===== src/rtl/seq_divider_pkg.sv =====
// Shared types and constants for the sequential restoring divider tile.
package seq_divider_pkg;

   localparam int WIDTH = 4;
   localparam int CNT_W = $clog2(WIDTH);

   localparam int START_BIT = 0;
   localparam int BUSY_BIT  = 1;
   localparam int DONE_BIT  = 2;
   localparam int DBZ_BIT   = 3;
   localparam int OVF_BIT   = 4;

   localparam logic [7:0] UIO_OE_VAL = 8'b0001_1110;

   typedef enum logic [1:0] {
      IDLE = 2'd0,
      CALC = 2'd1,
      FIX  = 2'd2,
      DONE = 2'd3
   } state_t;

endpackage


===== src/rtl/seq_divider_div_step.sv =====
// One combinational restoring-division step: shift in a dividend bit, trial-subtract, restore on borrow.
import seq_divider_pkg::*;

module div_step (
   input  logic [WIDTH-1:0] rem_in,
   input  logic             next_bit,
   input  logic [WIDTH-1:0] divisor,
   output logic [WIDTH-1:0] rem_out,
   output logic             q_bit
);

   logic [WIDTH:0]   shifted;
   logic [WIDTH+1:0] diff;
   logic             unused_bits;

   // One extra bit beyond the shifted value so the borrow lands in the MSB.
   assign shifted     = {rem_in, next_bit};
   assign diff        = {1'b0, shifted} - {2'b00, divisor};
   assign q_bit       = ~diff[WIDTH+1];
   assign rem_out     = q_bit ? diff[WIDTH-1:0] : shifted[WIDTH-1:0];
   assign unused_bits = &{1'b0, diff[WIDTH], shifted[WIDTH]};

endmodule


===== src/rtl/tt_um_seq_divider_hhrb98.sv =====
// TinyTapeout 4-bit sequential restoring divider with start/busy/done handshake.
// Define SEQ_DIVIDER_SIGNED_EN for two's-complement operands; default build is unsigned.
import seq_divider_pkg::*;

module tt_um_seq_divider_hhrb98 (
   input  logic       clk,
   input  logic       rst_n,
   input  logic       ena,
   input  logic [7:0] ui_in,
   input  logic [7:0] uio_in,
   output logic [7:0] uo_out,
   output logic [7:0] uio_out,
   output logic [7:0] uio_oe
);

   // Handshake: start is a level sampled on clk when ena=1; it is accepted only in
   // IDLE or DONE. busy is high from acceptance until the result loads; done is high
   // while the result is held in DONE.
   state_t           state, state_d;
   logic             accept;
   logic [CNT_W-1:0] count;
   logic [WIDTH-1:0] rem_q, dvd_q, dsr_mag, dvd_raw, dsr_raw;
   logic [WIDTH-1:0] rem_next, dvd_mag_in, dsr_mag_in, q_fix, r_fix;
   logic             q_bit, ovf_fix, dbz_q, ovf_q;
   logic [7:0]       result_q;
   logic             unused_ok;

   assign unused_ok = &{1'b0, uio_in[7:1]};

   div_step u_step (
      .rem_in  (rem_q),
      .next_bit(dvd_q[WIDTH-1]),
      .divisor (dsr_mag),
      .rem_out (rem_next),
      .q_bit   (q_bit)
   );

   always_comb begin
`ifdef SEQ_DIVIDER_SIGNED_EN
      dvd_mag_in = ui_in[3] ? (~ui_in[3:0] + 4'd1) : ui_in[3:0];
      dsr_mag_in = ui_in[7] ? (~ui_in[7:4] + 4'd1) : ui_in[7:4];
      q_fix      = (dvd_raw[WIDTH-1] ^ dsr_raw[WIDTH-1]) ? (~dvd_q + 4'd1) : dvd_q;
      r_fix      = dvd_raw[WIDTH-1] ? (~rem_q + 4'd1) : rem_q;
      ovf_fix    = (dvd_raw == 4'b1000) && (dsr_raw == 4'b1111);
`else
      dvd_mag_in = ui_in[3:0];
      dsr_mag_in = ui_in[7:4];
      q_fix      = dvd_q;
      r_fix      = rem_q;
      ovf_fix    = 1'b0;
`endif
   end

   always_comb begin
      state_d = state;
      accept  = 1'b0;
      case (state)
         IDLE, DONE: begin
            if (uio_in[START_BIT]) begin
               accept  = 1'b1;
               state_d = (ui_in[7:4] == '0) ? FIX : CALC;
            end
         end
         CALC:    if (count == '0) state_d = FIX;
         FIX:     state_d = DONE;
         default: state_d = IDLE;
      endcase
   end

   always_ff @(posedge clk or negedge rst_n) begin
      if (!rst_n)   state <= IDLE;
      else if (ena) state <= state_d;
   end

   always_ff @(posedge clk or negedge rst_n) begin
      if (!rst_n) begin
         count    <= '0;
         rem_q    <= '0;
         dvd_q    <= '0;
         dsr_mag  <= '0;
         dvd_raw  <= '0;
         dsr_raw  <= '0;
         dbz_q    <= 1'b0;
         ovf_q    <= 1'b0;
         result_q <= '0;
      end else if (ena) begin
         if (accept) begin
            dvd_raw <= ui_in[3:0];
            dsr_raw <= ui_in[7:4];
            dvd_q   <= dvd_mag_in;
            dsr_mag <= dsr_mag_in;
            rem_q   <= '0;
            count   <= CNT_W'(WIDTH - 1);
            dbz_q   <= 1'b0;
            ovf_q   <= 1'b0;
         end else if (state == CALC) begin
            // Quotient bits shift into the vacated LSBs of the dividend register.
            rem_q <= rem_next;
            dvd_q <= {dvd_q[WIDTH-2:0], q_bit};
            count <= count - 1'b1;
         end else if (state == FIX) begin
            if (dsr_raw == '0) begin
               result_q <= {dvd_raw, 4'hF};
               dbz_q    <= 1'b1;
            end else begin
               result_q <= {r_fix, q_fix};
               ovf_q    <= ovf_fix;
            end
         end
      end
   end

   assign uo_out  = result_q;
   assign uio_out = {3'b000, ovf_q, dbz_q, (state == DONE),
                     (state == CALC) || (state == FIX), 1'b0};
   assign uio_oe  = UIO_OE_VAL;

endmodule


===== config.mk =====
export PLATFORM = sky130hd
export DESIGN_NAME = tt_um_seq_divider_hhrb98
export DESIGN_NICKNAME = d
export VERILOG_FILES = /design/src/rtl/seq_divider_pkg.sv /design/src/rtl/seq_divider_div_step.sv /design/src/rtl/tt_um_seq_divider_hhrb98.sv
export SDC_FILE = /design/constraint.sdc
export NUM_CORES = 1
export LEC_CHECK = 0
export ABC_AREA = 1
export ABC_CLOCK_PERIOD_IN_PS = 1700
export CAP_MARGIN = 20
export CORE_ASPECT_RATIO = 1.2
export CORE_UTILIZATION = 47
export DETAILED_ROUTE_END_ITERATION = 16
export GPL_TIMING_DRIVEN = 0
export PLACE_DENSITY = 0.89
export SLEW_MARGIN = 5
export SYNTH_ARGS = -nofsm -noshare
export SYNTH_HDL_FRONTEND = slang
export SYNTH_SLANG_ARGS = --single-unit

===== constraint.sdc =====
create_clock -name clk -period 1.7 [get_ports clk]
set_input_delay 0.425 -clock clk [delete_from_list [all_inputs] [get_ports clk]]
set_output_delay 0.425 -clock clk [all_outputs]
set_load 0.03 [all_outputs]

==> impl_metrics.json, run 1 <==
{
  "cp_common_cell": "inv_2",
  "start_util_pct": 49.5,
  "numPortBuffers": 22,
  "grt_pass1_wl_mm": 5.60,
  "cts_tree": "done",
  "gp_congestion": 0.888,
  "yosysTopAreaCellShare_pct": 43.5,
  "grt_overflow_total": 0,
  "startpoint_type": "flop",
  "core.rowCount": 23,
  "cap_violations": 0,
  "setup_viol": 0,
  "routedWlPerCell_um": 11.7,
  "slew_violations": 0,
  "final.setup.tns_ps": 0,
  "cp_top_family": "flip-flops",
  "critical-path-max-stage-delay_ps": 400,
  "endpoint_kind": "primary output",
  "ys_ff_latch": 29,
  "clk_path_buf_depth": 2,
  "syn_inst": 200,
  "p_leak_nw": 1.13,
  "drive_gt1_share_pct": 16.9,
  "drt_drc_violations_left": 0,
  "die_width_um": 56.4,
  "first_pass_iters": 4,
  "period_needed_ps": 1620,
  "clock_skew_ps": 5.03,
  "tightest_slew_ps": 668,
  "clk_pin_slew_ps": 60,
  "clockRootBuffer": "clkbuf_8",
  "utilization_pct": 63.1,
  "min_path_type": "flop to flop",
  "cts_made_buffers": 5,
  "antenna_found_initial": 0,
  "diodes": 0,
  "die_area_sq_um": 3790,
  "final_hold_viol_count": 0,
  "path_max_fanout": 3,
  "crit_type": "flop to primary output",
  "nNetsFinal": 270,
  "h-tree-depth": 2,
  "mappedNetlistArea_sq_um": 1670,
  "ant_nets": 0,
  "synth.avg_cell_area_sq_um": 8.33,
  "wirelength_mm": 3.28,
  "placed_cells_incl_taps": 271,
  "yosys-top-cells-area": "dfrtp_1 (44%), nand2_1 (9.9%), inv_1 (7.0%)",
  "drtIter0Drc": 24,
  "yosys.area.top_type": "dfrtp_1",
  "dpl.hpwl_mm": 2.50,
  "ir_worst_vdd_uv": 1790,
  "cts_sinks": 29,
  "grt_pass1_vias": 1282,
  "rsz0062_at_grt": "false",
  "num_io_pins": 43,
  "fin_ws_ps": 77.8,
  "synth_cell_types": 27,
  "core_area_sq_um": 3370,
  "die_h_um": 67.2,
  "grt_usage_pct": 19.8,
  "required_ps": 1270,
  "syn_to_final_growth_pct": 27.4,
  "fin_cells": 280,
  "pre_cts_slack_ps": -250,
  "path_cells": "inv_2 -> ha_4 -> inv_2 -> buf_6",
  "power_density_nw_per_um2": 2050,
  "grt_max_degree": 16,
  "hold_slack_ps": 486,
  "seq_area_frac_synth_pct": 43.5,
  "fin_crit_sh_pct": 95.4,
  "outcome": "finished, final reports clean",
  "via_per_inst": 4.84,
  "worst-path-buf-inv": 3,
  "max_freq_ghz": 0.616,
  "synth_warnings": 0,
  "cpMaxStageDelayCell": "dfrtp_1",
  "cp.arrival_ps": 1200,
  "vias": 1354,
  "worst_skew_pair.late_latency_ps": 280,
  "slew_headroom_pct": 55.3
}
## cells by family (layout without fill, tap and decap cells)
kind of cell               count (synthesis)  after routing  share of synthesized area [%]
AOI/OAI and AO/OA                         36             36                           12.9
xor gates and xnor gates                   1              1                          0.526
adders and majority gates                  9              9                           7.21
buffers and inverters                     51             83                           15.5
DFF                                       29             29                           43.5
muxes                                      1              1                          0.676
other                                      2             13                          0.451
and+or+nand+nor                           71             71                           19.2
## what timing repair did
item,4_1_cts,5_1_grt
setup endpoints to repair,17,25
pin swaps,1,0
hold buffers,0,0
buffers inserted,1,0
gates resized for setup,21,7
## state kept, by name, summed over array words and instances (netlist names)
signal,cells
dvd_q,4
dbz_q,1
dsr_raw,4
uo_out,8
r_fix,4
count,2
state,2
dvd_raw,4
## report_power, final
part / switching [mW] / internal (mW) / total, mW / leakage (nW)
combinational: 1.50 / 0.880 / 2.38 / 0.714
clock: 0.254 / 0.477 / 0.731 / 0.0585
sequential: 0.216 / 1.03 / 1.24 / 0.355
## cell usage after synthesis
cell type / instances
nand2_1: 44
nor2_4: 1
o211ai_1: 6
inv_1: 31
nand4_1: 5
nand3_1: 7
buf_4: 14
nand2_4: 1
dfrtp_1: 29
inv_2: 2
ha_1: 8
a31oi_1: 5
clkbuf_1: 1
conb_1: 2
a21oi_1: 5
o21ai_4: 1
nor2_1: 11
o21ai_0: 17
xnor2_1: 1
nor3_1: 1
mux2_2: 1
nor2_8: 1
buf_8: 1
fa_1: 1
buf_2: 2
a22oi_1: 1
o21ai_1: 1
## layout make-up
| cell class | instances | area [sq um] |
|---|---|---|
| fill | 286 | 1240 |
| multi-input combinational | 131 | 742 |
| sequential | 29 | 726 |
| timing repair buffer | 24 | 228 |
| buffer | 18 | 139 |
| inverter | 33 | 126 |
| clock buffer | 7 | 86.3 |
| tap | 37 | 46.3 |
| clock inverter | 1 | 30.0 |
## tightest hold or removal path: stages, from the launching register on
cell     delay [ps]
dfrtp_1         340
nand2_1          50
o21ai_0          60
## path summary, 6_finish.rpt
kind	start	endpoint	slack, ps	cells past startpoint
worst min register to register	dsr_raw[2]$_DFFE_PN0P_	dsr_raw[2]$_DFFE_PN0P_	490	2
worst max register to register	dsr_raw[2]$_DFFE_PN0P_	r_fix[0]$_DFFE_PN0P_	130	9
worst min-delay path	dsr_raw[2]$_DFFE_PN0P_	dsr_raw[2]$_DFFE_PN0P_	490	2
max in group asynchronous	rst_n	uo_out[4]$_DFFE_PN0P_	610	2
worst max-delay path	state[0]$_DFFE_PN0P_	uio_out[1]	80	4
min in group asynchronous	rst_n	dsr_raw[1]$_DFFE_PN0P_	550	1
## per-layer routing
layer	GRT usage [%]	part of all wire, %	routed length [um]
met5	0	0	0
met4	13.1	3.0	99
met3	4.02	3.9	129
met2	33.5	51	1660
met1	23.1	43	1400
## cells in the final DEF, fill, tap and decap left out, types with 4 or more instances in the layout
master and instances:
nor2_1 11, conb_1 13, clkdlybuf4s50_1 11, o211ai_1 6
inv_1 28, dlygate4sd2_1 9, ha_1 7, nand4_1 5
nand3_1 7, dfrtp_1 29, a21oi_1 5, inv_2 4
clkbuf_8 6, o21ai_0 17, a31oi_1 5, nand2_1 42
buf_4 17
## per-stage QoR
| stage | cell area [sq um] | power [mW] |
|---|---|---|
| floorplan | 1710 | 2.92 |
| global placement | 1970 | 3.49 |
| detailed placement | 1990 | 3.59 |
| CTS | 2110 | 4.31 |
| global route | 2120 | 4.75 |
| finish | 2120 | 4.35 |
No activity file was read; power rests on OpenSTA's default activity.
==> inputs of run 2 (changes only) <==
--- a/config.mk
+++ b/config.mk
@@ -12,7 +12,7 @@
 export CORE_UTILIZATION = 47
 export DETAILED_ROUTE_END_ITERATION = 16
 export GPL_TIMING_DRIVEN = 0
-export PLACE_DENSITY = 0.89
+export PLACE_DENSITY_LB_ADDON = 0.08
 export SLEW_MARGIN = 5
 export SYNTH_ARGS = -nofsm -noshare
 export SYNTH_HDL_FRONTEND = slang
==> run 2 against run 1 <==
  * Sequential power about the same
  * Final cell count unchanged
  * Sequential cell count unchanged
  * Via count up 1.2%
  * Worst setup slack better by 5.5 ps
  * Critical path depth unchanged
  * Design area unchanged
  * Clock-buffer cell count unchanged
  * Largest power group unchanged
==> impl_metrics.json, run 2 (synthesis results as in run 1) <==
{
  "outcome": "finished, final reports clean",
  "largest_reg_flops": 8,
  "slew_violations": 0,
  "ff_latch_area_sq_um": 726,
  "cts_made_buffers": 5,
  "min_path_type": "flop to flop",
  "cts_tree": "done",
  "most-common-layout-cells": "nand2_1 (42), inv_1 (29), dfrtp_1 (29)",
  "routedWlPerCell_um": 12.3,
  "tightest_slew_ps": 692,
  "power_density_nw_per_um2": 2000,
  "worstHoldStart": "count[0]$_DFFE_PN0P_",
  "cp_top_family": "flip-flops",
  "final_hold_viol_count": 0,
  "core_area_sq_um": 3370,
  "period_needed_ps": 1620,
  "die_width_um": 56.4,
  "total_power_mw": 4.25,
  "critical-path-max-stage-delay_ps": 390,
  "place_area_sq_um": 2000,
  "min_path_cells": 1,
  "fillCellCount": 306,
  "r2r-start": "dvd_q[3]$_DFFE_PN0P_",
  "layout_commonest_cell": "nand2_1",
  "reg2reg_depth": 8,
  "max_freq_ghz": 0.619,
  "gp_congestion": 0.773,
  "antenna_found_initial": 0,
  "wirelength_mm": 3.44,
  "crit_type": "flop to primary output",
  "worst-path-buf-inv": 3,
  "drtIter0Drc": 33,
  "cp.arrival_ps": 1190,
  "grt_pass1_vias": 1363,
  "cp_common_cell": "inv_2",
  "vias": 1370,
  "cts_hold_buf": 0,
  "core.rowCount": 23,
  "die_area_sq_um": 3790,
  "path_max_fanout": 3,
  "nNetsFinal": 270,
  "grt_max_degree": 18,
  "p_leak_nw": 1.13,
  "worst_skew_pair.late_latency_ps": 280,
  "cap_violations": 0,
  "drive_gt1_share_pct": 17.3,
  "clockRootBuffer": "clkbuf_8",
  "syn_to_final_growth_pct": 27.4,
  "clk_pin_slew_ps": 60,
  "hold_end": "count[0]$_DFFE_PN0P_",
  "first_pass_iters": 4,
  "die_h_um": 67.2,
  "grt_usage_pct": 21.0,
  "fin_area_sq_um": 2120,
  "r2r_end": "r_fix[2]$_DFFE_PN0P_",
  "setup_viol": 0,
  "startpoint_type": "flop",
  "drt_drc_violations_left": 0,
  "rrSetupSlack_ps": 130,
  "ir_worst_vdd_uv": 1150,
  "pre_cts_slack_ps": -247,
  "rsz0062_at_grt": "false",
  "clk_path_buf_depth": 2,
  "required_ps": 1270,
  "utilization_pct": 63.1,
  "path_cells": "inv_2 -> ha_4 -> inv_2 -> buf_6",
  "fin_ws_ps": 83.2,
  "via_per_inst": 4.89,
  "dpl.hpwl_mm": 2.71,
  "grt_pass1_wl_mm": 6.03,
  "num_io_pins": 43,
  "endpoint_kind": "primary output",
  "diodes": 0,
  "numPortBuffers": 22,
  "h-tree-depth": 2,
  "cpMaxStageDelayCell": "dfrtp_1",
  "ant_nets": 0,
  "cts_sinks": 29,
  "clock_skew_ps": 7.05,
  "grt_overflow_total": 0,
  "fin_crit_sh_pct": 95.1,
  "slew_headroom_pct": 53.7,
  "multi_input_area_sq_um": 747,
  "start_util_pct": 49.5
}
==> run 2: report_power, final <==
| group | total (mW) | switching [mW] | internal, mW |
|---|---|---|---|
| Combinational | 2.38 | 1.50 | 0.877 |
| Sequential | 1.24 | 0.212 | 1.03 |
| Clock | 0.631 | 0.265 | 0.365 |
| Total | 4.25 | 1.98 | 2.27 |
==> run 2: final cells by class <==
type,instances,area share (%)
repair buffers,24,11.3
inverters,33,5.95
flip-flops and latches,29,34.2
well taps,37,2.18
multi-input cells,131,35.2
clock buffers,7,4.54
clock inverters,1,0.236
plain buffers,18,6.42
==> run 2: worst max path at each step <==
stage,start,endpoint,slack (ps),cells past startpoint
6_report,state[0]$_DFFE_PN0P_,uio_out[1],80,4
5_1_grt,dvd_q[3]$_DFFE_PN0P_,r_fix[2]$_DFFE_PN0P_,20,8
4_1_cts,state[0]$_DFFE_PN0P_,uio_out[1],-20,4
3_5_place_dp,state[0]$_DFFE_PN0P_,uio_out[1],-250,4
3_3_place_gp,rst_n,count[1]$_DFFE_PN0P_,-260,1
2_1_floorplan,state[0]$_DFFE_PN0P_,dvd_q[2]$_DFFE_PN0P_,190,8
==> run 2: repair_timing <==
action | in CTS | in global routing
setup endpoints to repair | 16 | 18
pin swaps | 1 | 0
setup buffers | 1 | 0
resized for setup | 20 | 7
==> run 2: worst reg2reg max path, stage by stage (launching register included) <==
cell	delay, ps
dfrtp_1	360
inv_1	120
ha_1	170
inv_1	70
fa_1	390
xnor2_1	160
nand2_1	60
nand3_1	80
nand2_1	60
==> run 2: through the flow <==
step	setup TNS, ps	instances	hold slack [ps]
global route	0	280	507
detailed placement	-2450	271	484
finish	0	280	497
floorplan	0	211	129
CTS	-15.6	280	498
global placement	-9630	270	472
==> run 2: per-layer routing <==
metal / global-route usage [%] / wire length [um]
met1: 23.8 / 1520
met4: 6.71 / 40
met3: 5.75 / 137
met2: 38.7 / 1740
met5: 0 / 0
